### src/rtl/apb_master_bridge.sv
// APB initiator: turns single-beat CPU commands into APB transfers to the GPIO/UART
// slaves, with region decode, a wait-state timeout and one response per command.
//
// state  | meaning
// IDLE   | ready for a command; decode picks SETUP or an immediate decode-error RESP
// SETUP  | psel driven, pen low, address/data/direction presented
// ACCESS | pen high, waiting for pready or the wait-state limit
// RESP   | one-cycle rsp_valid pulse, bus released
module apb_master_bridge #(
   parameter logic [3:0]  GPIO_REGION = 4'h1,
   parameter logic [3:0]  UART_REGION = 4'h2,
   parameter int unsigned TIMEOUT     = 255
) (
   input  logic        clk_i,
   input  logic        rst_i,
   input  logic        cmd_valid_i,
   output logic        cmd_ready_o,
   input  logic        cmd_wr_i,
   input  logic [31:0] cmd_addr_i,
   input  logic [31:0] cmd_wdata_i,
   output logic        rsp_valid_o,
   output logic [31:0] rsp_rdata_o,
   output logic [1:0]  rsp_err_o,
   output logic [31:0] pAdd_o,
   output logic [31:0] pwData_o,
   output logic [1:0]  psel_o,
   output logic        pen_o,
   output logic        pwr_o,
   input  logic [31:0] prdata_i,
   input  logic        pready_i,
   input  logic        pslverr_i,
   output logic        busy_o
);

   typedef enum logic [1:0] {
      S_IDLE   = 2'd0,
      S_SETUP  = 2'd1,
      S_ACCESS = 2'd2,
      S_RESP   = 2'd3
   } state_t;

   localparam logic [7:0] WAIT_LAST = 8'(TIMEOUT - 1);

   state_t      state_q;
   logic [7:0]  wait_q;
   logic        cmd_ready_q;
   logic        rsp_valid_q;
   logic [31:0] rsp_rdata_q;
   logic [1:0]  rsp_err_q;
   logic [31:0] paddr_q;
   logic [31:0] pwdata_q;
   logic [1:0]  psel_q;
   logic        pen_q;
   logic        pwr_q;
   logic        busy_q;
   logic [1:0]  psel_d;

   always_comb begin
      psel_d = 2'b00;
      if (cmd_addr_i[31:28] == GPIO_REGION) begin
         psel_d = 2'b01;
      end else if (cmd_addr_i[31:28] == UART_REGION) begin
         psel_d = 2'b10;
      end
   end

   always_ff @(posedge clk_i) begin
      if (rst_i) begin
         state_q     <= S_IDLE;
         wait_q      <= 8'd0;
         cmd_ready_q <= 1'b0;
         rsp_valid_q <= 1'b0;
         rsp_rdata_q <= 32'd0;
         rsp_err_q   <= 2'b00;
         paddr_q     <= 32'd0;
         pwdata_q    <= 32'd0;
         psel_q      <= 2'b00;
         pen_q       <= 1'b0;
         pwr_q       <= 1'b0;
         busy_q      <= 1'b0;
      end else begin
         rsp_valid_q <= 1'b0;
         case (state_q)
            S_IDLE: begin
               cmd_ready_q <= 1'b1;
               if (cmd_valid_i && cmd_ready_q) begin
                  cmd_ready_q <= 1'b0;
                  busy_q      <= 1'b1;
                  if (psel_d != 2'b00) begin
                     state_q  <= S_SETUP;
                     psel_q   <= psel_d;
                     paddr_q  <= cmd_addr_i;
                     pwdata_q <= cmd_wdata_i;
                     pwr_q    <= cmd_wr_i;
                  end else begin
                     // Unmapped region: answer straight away without touching the bus.
                     state_q     <= S_RESP;
                     rsp_valid_q <= 1'b1;
                     rsp_err_q   <= 2'b10;
                     rsp_rdata_q <= 32'd0;
                  end
               end
            end
            S_SETUP: begin
               pen_q   <= 1'b1;
               wait_q  <= 8'd0;
               state_q <= S_ACCESS;
            end
            S_ACCESS: begin
               if (pready_i || (wait_q == WAIT_LAST)) begin
                  state_q     <= S_RESP;
                  rsp_valid_q <= 1'b1;
                  psel_q      <= 2'b00;
                  pen_q       <= 1'b0;
                  pwr_q       <= 1'b0;
                  // A late pready on the limit cycle still completes normally.
                  if (pready_i) begin
                     rsp_err_q   <= {1'b0, pslverr_i};
                     rsp_rdata_q <= (!pwr_q && !pslverr_i) ? prdata_i : 32'd0;
                  end else begin
                     rsp_err_q   <= 2'b11;
                     rsp_rdata_q <= 32'd0;
                  end
               end else begin
                  wait_q <= wait_q + 8'd1;
               end
            end
            S_RESP: begin
               state_q     <= S_IDLE;
               busy_q      <= 1'b0;
               cmd_ready_q <= 1'b1;
            end
            default: begin
               state_q <= S_IDLE;
            end
         endcase
      end
   end

   assign cmd_ready_o = cmd_ready_q;
   assign rsp_valid_o = rsp_valid_q;
   assign rsp_rdata_o = rsp_rdata_q;
   assign rsp_err_o   = rsp_err_q;
   assign pAdd_o      = paddr_q;
   assign pwData_o    = pwdata_q;
   assign psel_o      = psel_q;
   assign pen_o       = pen_q;
   assign pwr_o       = pwr_q;
   assign busy_o      = busy_q;

endmodule

### config.mk
export PLATFORM = sky130hd
export DESIGN_NAME = apb_master_bridge
export DESIGN_NICKNAME = d
export VERILOG_FILES = /design/src/rtl/apb_master_bridge.sv
export SDC_FILE = /design/constraint.sdc
export NUM_CORES = 1
export LEC_CHECK = 0
export ABC_AREA = 1
export BUFFER_PORTS_ARGS = -buffer_cell sky130_fd_sc_hd__buf_2
export CAP_MARGIN = 20
export CORE_MARGIN = 1.5
export CORE_UTILIZATION = 40
export CTS_CLUSTER_SIZE = 12
export DETAILED_ROUTE_END_ITERATION = 8
export MAX_ROUTING_LAYER = met4
export PLACE_DENSITY_LB_ADDON = 0.05
export REMOVE_ABC_BUFFERS = 1
export SKIP_LAST_GASP = 1
export SYNTH_ARGS = -nofsm -noshare
export SYNTH_HDL_FRONTEND = slang
export SYNTH_SLANG_ARGS = --single-unit
### constraint.sdc
create_clock -name clk_i -period 2.2 [get_ports clk_i]
set_input_delay 0.66 -clock clk_i [delete_from_list [all_inputs] [get_ports clk_i]]
set_output_delay 0.66 -clock clk_i [all_outputs]
set_load 0.02 [all_outputs]
==> Word level (Yosys, flattened, before mapping) <==
Cells that the tools add are included.
Widths: inputs -> output; s select.
{ "word_totals": {"regBits": 115, "latch_bits": 0, "ramBits": 0, "romBits": 0, "in_bits": 102, "wordCells": 77, "mem_count": 0} }
{ "op_classes": {"add_sub_neg": 1, "mul": 0, "n_div": 0, "magnitude_cmp": 0, "n_eq_ne": 11, "shifts": 0, "n_mux": 36, "bitwise_logic": 0, "n_reduce_logical": 17} }
{ "op_table": {"columns": ["operator", "count"], "rows": [
  ["$mux 32", 5],
  ["$pmux 32 s2", 1],
  ["$mux 2", 12],
  ["$pmux 8 s2", 1],
  ["$ne 2x2->1 const B", 5],
  ["$pmux 1 s2", 5],
  ["$add 8x1->8 const B", 1],
  ["$eq 8x8->1 const B", 1],
  ["$mux 1", 8],
  ["$mux 8", 1],
  ["$pmux 2 s2", 2],
  ["$pmux 2 s4", 1],
  ["$reduce_and 2->1", 4],
  ["$reduce_and 4->1", 2],
  ["$reduce_bool 2->1", 4],
  ["$eq 2x2->1 const B", 2],
  ["$eq 4x1->1 const B", 1],
  ["$eq 4x2->1 const B", 1],
  ["$reduce_and 3->1", 1],
  ["$eq 2x1->1 const B", 1],
  ["$logic_and 1x1->1", 2],
  ["$logic_not 1->1", 2],
  ["$logic_not 2->1", 1],
  ["$logic_or 1x1->1", 1]
]} }

==> Logic depth before layout (Yosys ltp) <==
{ "logic_depth": {"ltp_word": 7, "depth_mapped": 12} }

==> Worst setup path before layout <==
No wires, ideal clock.
{ "synth_timing": {"path_kind": "in2reg", "from": "input cmd_addr_i[31]", "to": "register paddr_q[0] (netlist: pAdd_o[0])", "setup_ns": 0.116, "t_arrival_ns": 1.600, "required_ns": 2.084, "setup_slack_ns": 0.484, "cell_stages": 9, "cell_sequence": "nor2_2 > nand3_1 > nand2_1 > nand2_1 > nor2_4 > inv_2 > clkbuf_1 > nor2_1 > nor2_1"} }
{ "synth_via": {"elab_chain_cells": 5, "elab_cells_between_ends": 6, "cone_classes": "2 x eq/ne; 2 x mux; 2 x reduce/logical"} }
{ "synth_rtl": {"columns": ["element", "line", "rtl"], "rows": [
  ["from (decl)", "19", "input logic [31:0] cmd_addr_i,"],
  ["$eq 4x2->1", "62", "end else if (cmd_addr_i[31:28] == UART_REGION) begin"],
  ["$mux 2", "62", null],
  ["$mux 2 (*)", "60", "if (cmd_addr_i[31:28] == GPIO_REGION) begin"],
  ["$reduce_bool 2->1 (*)", "89", "if (psel_d != 2'b00) begin"],
  ["$reduce_and 3->1 (no source line) (*)", null, null],
  ["to (signal assigned)", "92", "paddr_q <= cmd_addr_i;"],
  ["to (decl)", "50", "logic [31:0] paddr_q;"]
]} }
Every way passes the cells marked *; elsewhere a longest branch is shown, timed or not.
A chain may end at the register's enable or synchronous reset.

==> Worst setup path in the final report <==
{ "layout_timing": {"from": "register state_q[1]", "to": "register rsp_rdata_q[30] (netlist: rsp_rdata_o[30])"} }
{ "layout_via": {"elab_chain_cells": 3, "elab_cells_between_ends": 8, "cone_classes": "4 x eq/ne; 1 x mux; 3 x reduce/logical"} }
{ "layout_rtl": {"columns": ["element", "line", "rtl"], "rows": [
  ["from (decl)", "44", "state_t state_q;"],
  ["from (signal assigned)", "69", "state_q <= S_IDLE;"],
  ["from (signal assigned)", "90", "state_q <= S_SETUP;"],
  ["from (signal assigned)", "97", "state_q <= S_RESP;"],
  ["$eq 2x2->1 / $logic_not 2->1 (equally long branches)", "83", "case (state_q)"],
  ["$ne 2x2->1 (no source line) / $reduce_bool 2->1 (equally long branches)", null, null],
  ["$reduce_and 4->1 (no source line)", null, null],
  ["to (signal assigned)", "119", "rsp_rdata_q <= (!pwr_q && !pslverr_i) ? prdata_i : 32'd0;"],
  ["to (decl)", "48", "logic [31:0] rsp_rdata_q;"]
]} }
Several ways; a longest one is shown, not always the timed one.

==> impl_metrics.csv <==
group,metric,value,unit
setup_path,r2r-start,"state_q[1]$_SDFFE_PP0P_",
detailed_routing,vias,4828,
floorplan,die_y,112,um
finish,nFillCells,1133,
floorplan,rows,39,
floorplan,core_area,11500,sq um
sta,finClkSkew,0.00424,ns
place,dp_cells,995,
global_routing,grt_overflow_total,0,
global_routing,antenna_found_initial,0,
status,violations,"DRC",
clock_tree,htreeDepth,4,
detailed_routing,vias_per_cell,4.70,
clock_tree,cts.sink_count,115,
clock_tree,cts_max_path_buffers,2,
clock_tree,clk-insertion-delay-late,0.41,ns
global_routing,grt_max_degree,63,
yosys,yosysWarningCount,0,
setup_path,start_kind,"flip-flop",
finish,antenna_cells,0,
global_routing,grt_pass1_wl,21300,um
sta,period_needed,1.84,ns
setup_path,crit_path_top_delay_cell,"nor2_4",
global_routing,grt_pass1_vias,4584,
yosys,synth_top_area_frac,0.485,
finish,areaGrowthSynthToFinish,36.3,%
power,vdd.ir_drop.worst,553,uV
detailed_routing,routed_wirelength,12900,um
clock_tree,cts_tree,"built",
finish,drive_gt1_frac,0.299,
detailed_routing,routedWlPerCell,12.5,um
detailed_routing,antenna_left,0,
finish,stdcell_count,1027,
place,globalplace.congestion,0.769,
setup_path,cp_num_buf_inv,1,
worst_hold_path,hold_class,"flip-flop to flip-flop",
place,io_buffers,206,
setup_path,path_common_cell,"nor2_1",
yosys,yosysSeqAreaShare,0.485,
floorplan,ios,207,
power,p_per_area,1320,nW/um^2
floorplan,die_w,112,um
setup_path,crit_type,"flip-flop to flip-flop",
setup_path,reg2regPathDepth,7,
floorplan,initial_core_util,0.412,
sta,rsz0062_at_grt,"no",
power,p_leak,3.43,nW
sta,worst_pin_slew,0.598,ns
finish,final_nets,979,
global_routing,global_route.usage.total,0.218,
setup_path,cp.arrival,2.18,ns
yosys,ys_types,27,
run,maxCapViolations,0,
worst_hold_path,worstHoldPathCells,2,
setup_path,cp_top_family,"simple AND/OR/NAND/NOR gates",
worst_hold_path,hold_start,"pAdd_o[30]$_SDFFE_PP0P_",
sta,setup_tns,0,ns
setup_path,crit_cells,7,
setup_path,crit_path_start,"state_q[1]$_SDFFE_PP0P_",
yosys,avgSynthCellArea,7.05,sq um
clock_tree,ctsRootBufferMaster,"clkbuf_16",
clock_tree,post_cts_resized,0,
setup_path,cp_max_fo,24,
setup_path,cp.required,2.54,ns
status,status,"finished with violations",
yosys,synth_top_area_cell,"dfxtp_1",
floorplan,die_area,12500,sq um
sta,max_freq,543,MHz
clock_tree,cts_made_buffers,17,
detailed_routing,dr.pass1.iters,7,
yosys,netlist_instances,674,
detailed_routing,drc_errors,11,
clock_tree,post-cts-setup-buffer-count,0,
yosys,synth_seq_cells,115,
yosys,mappedNetlistArea,4750,sq um
setup_path,path_cells,"inv_1 > ha_1 > nand2_1 > nand2_4 > nor2_4 > nor2_1 > nor2_1",
setup_path,max_stage_delay,0.50,ns
detailed_routing,dr.first_iter.drc_count,273,
clock_tree,hold_buffers,0,
clock_tree,clk_pin_slew,0.05,ns
sta,finalSetupViolCount,0,
power,total_power,8.54,mW
sta,slew_violations,0,
sta,fin_crit_sh,0.837,
sta,relSlewSlack,0.600,
setup_path,cp-end-kind,"flip-flop",
yosys,synth.area.top_cells,"dfxtp_1 48%, nor2_1 17%, nand2_1 8.9%",
place,dp_hpwl,8850,um
sta,hold_viol,0,
## through the flow
stage / hold slack, ns / util / area, sq um / setup WS [ns]
finish: 0.440 / 0.562 / 6470 / 0.359
global route: 0.457 / 0.562 / 6470 / 0.0847
CTS: 0.442 / 0.562 / 6470 / 0.337
detailed placement: 0.433 / 0.512 / 5900 / 0.0477
global placement: 0.424 / 0.512 / 5900 / 0.139
floorplan: 0.439 / - / 4560 / -0.290
## per-layer routing
metal	part of all wire	vias up	GRT usage	wire length (um)
li1	-	2515	-	-
met1	0.43	2127	0.256	5500
met2	0.47	169	0.348	6030
met3	0.086	17	0.0708	1110
met4	0.019	0	0.0861	248
met5	0	-	-	0
## state kept, by name (all words and copies together) (netlist names)
name and count:
pwr_o 1, rsp_err_o 2, rsp_rdata_o 32, rsp_valid_o 1
psel_o 2, busy_o 1, wait_q 8, pen_o 1
cmd_ready_o 1, state_q 2, pwData_o 32, pAdd_o 32
## where the power goes
part           internal (mW)  total, mW  leakage (nW)  switching, mW
sequential              2.50       2.70         0.935          0.199
clock                   1.71       2.64         0.276          0.926
combinational           1.06       3.20          2.22           2.13
## kinds of logic (layout without fill, tap and decap cells)
kind of cell	count (synthesis)	after routing	share of synthesized area
AO/OA/AOI/OAI	83	83	0.0890
XOR/XNOR	1	1	0.00184
adder cells (fa/ha/maj)	6	6	0.0158
buffers and inverters	84	294	0.0748
flip-flops	115	115	0.485
AND/OR/NAND/NOR	385	385	0.334
## Yosys cell counts
| cell | number |
|---|---|
| nor2_2 | 4 |
| buf_1 | 4 |
| nand3_4 | 1 |
| a311oi_1 | 1 |
| nor2_4 | 2 |
| o21ai_0 | 54 |
| nand2_4 | 1 |
| nor2_1 | 220 |
| a31oi_1 | 1 |
| nand2_1 | 112 |
| xor2_1 | 1 |
| o21ai_1 | 12 |
| nand2_2 | 1 |
| nand3_1 | 13 |
| nand4_1 | 27 |
| clkbuf_1 | 15 |
| ha_1 | 6 |
| buf_6 | 2 |
| a21oi_1 | 14 |
| inv_2 | 4 |
| inv_1 | 38 |
| or2_2 | 2 |
| buf_2 | 20 |
| dfxtp_1 | 115 |
| nor3_1 | 2 |
| o21bai_1 | 1 |
| clkinv_1 | 1 |
## area by class of cell
class,count,area [sq um],share of cell area
inverters,43,161,0.0249
flip-flops and latches,115,2300,0.356
clock buffers,22,464,0.0717
repair buffers,219,1170,0.180
multi-input cells,475,2090,0.323
clock inverters,10,108,0.0166
well taps,143,179,0.0276
## cells in the final DEF, fill, tap and decap left out, types with 12 or more instances in the layout
master     synthesis  final
nand2_1          112    112
nand4_1           27     27
o21ai_1           12     12
nand3_1           13     13
nor2_1           220    220
o21ai_0           54     54
buf_2             20    206
clkbuf_16          0     17
a21oi_1           14     14
dfxtp_1          115    115
inv_1             38     37
## worst register-to-register path, stage by stage, from the launching register on
cell     delay, ns
dfxtp_1       0.37
inv_1         0.08
ha_1          0.22
nand2_1       0.25
nand2_4       0.11
nor2_4        0.50
nor2_1        0.11
nor2_1        0.14
## path summary, 6_finish.rpt
path                            slack [ns]                      endpoint
worst max-delay path                  0.36  rsp_rdata_o[30]$_SDFFE_PP0P_
worst min-delay path                  0.44       pAdd_o[30]$_SDFFE_PP0P_
worst max register to register        0.36  rsp_rdata_o[30]$_SDFFE_PP0P_
worst min register to register        0.44       pAdd_o[30]$_SDFFE_PP0P_
No activity file was read; power rests on OpenSTA's default activity.
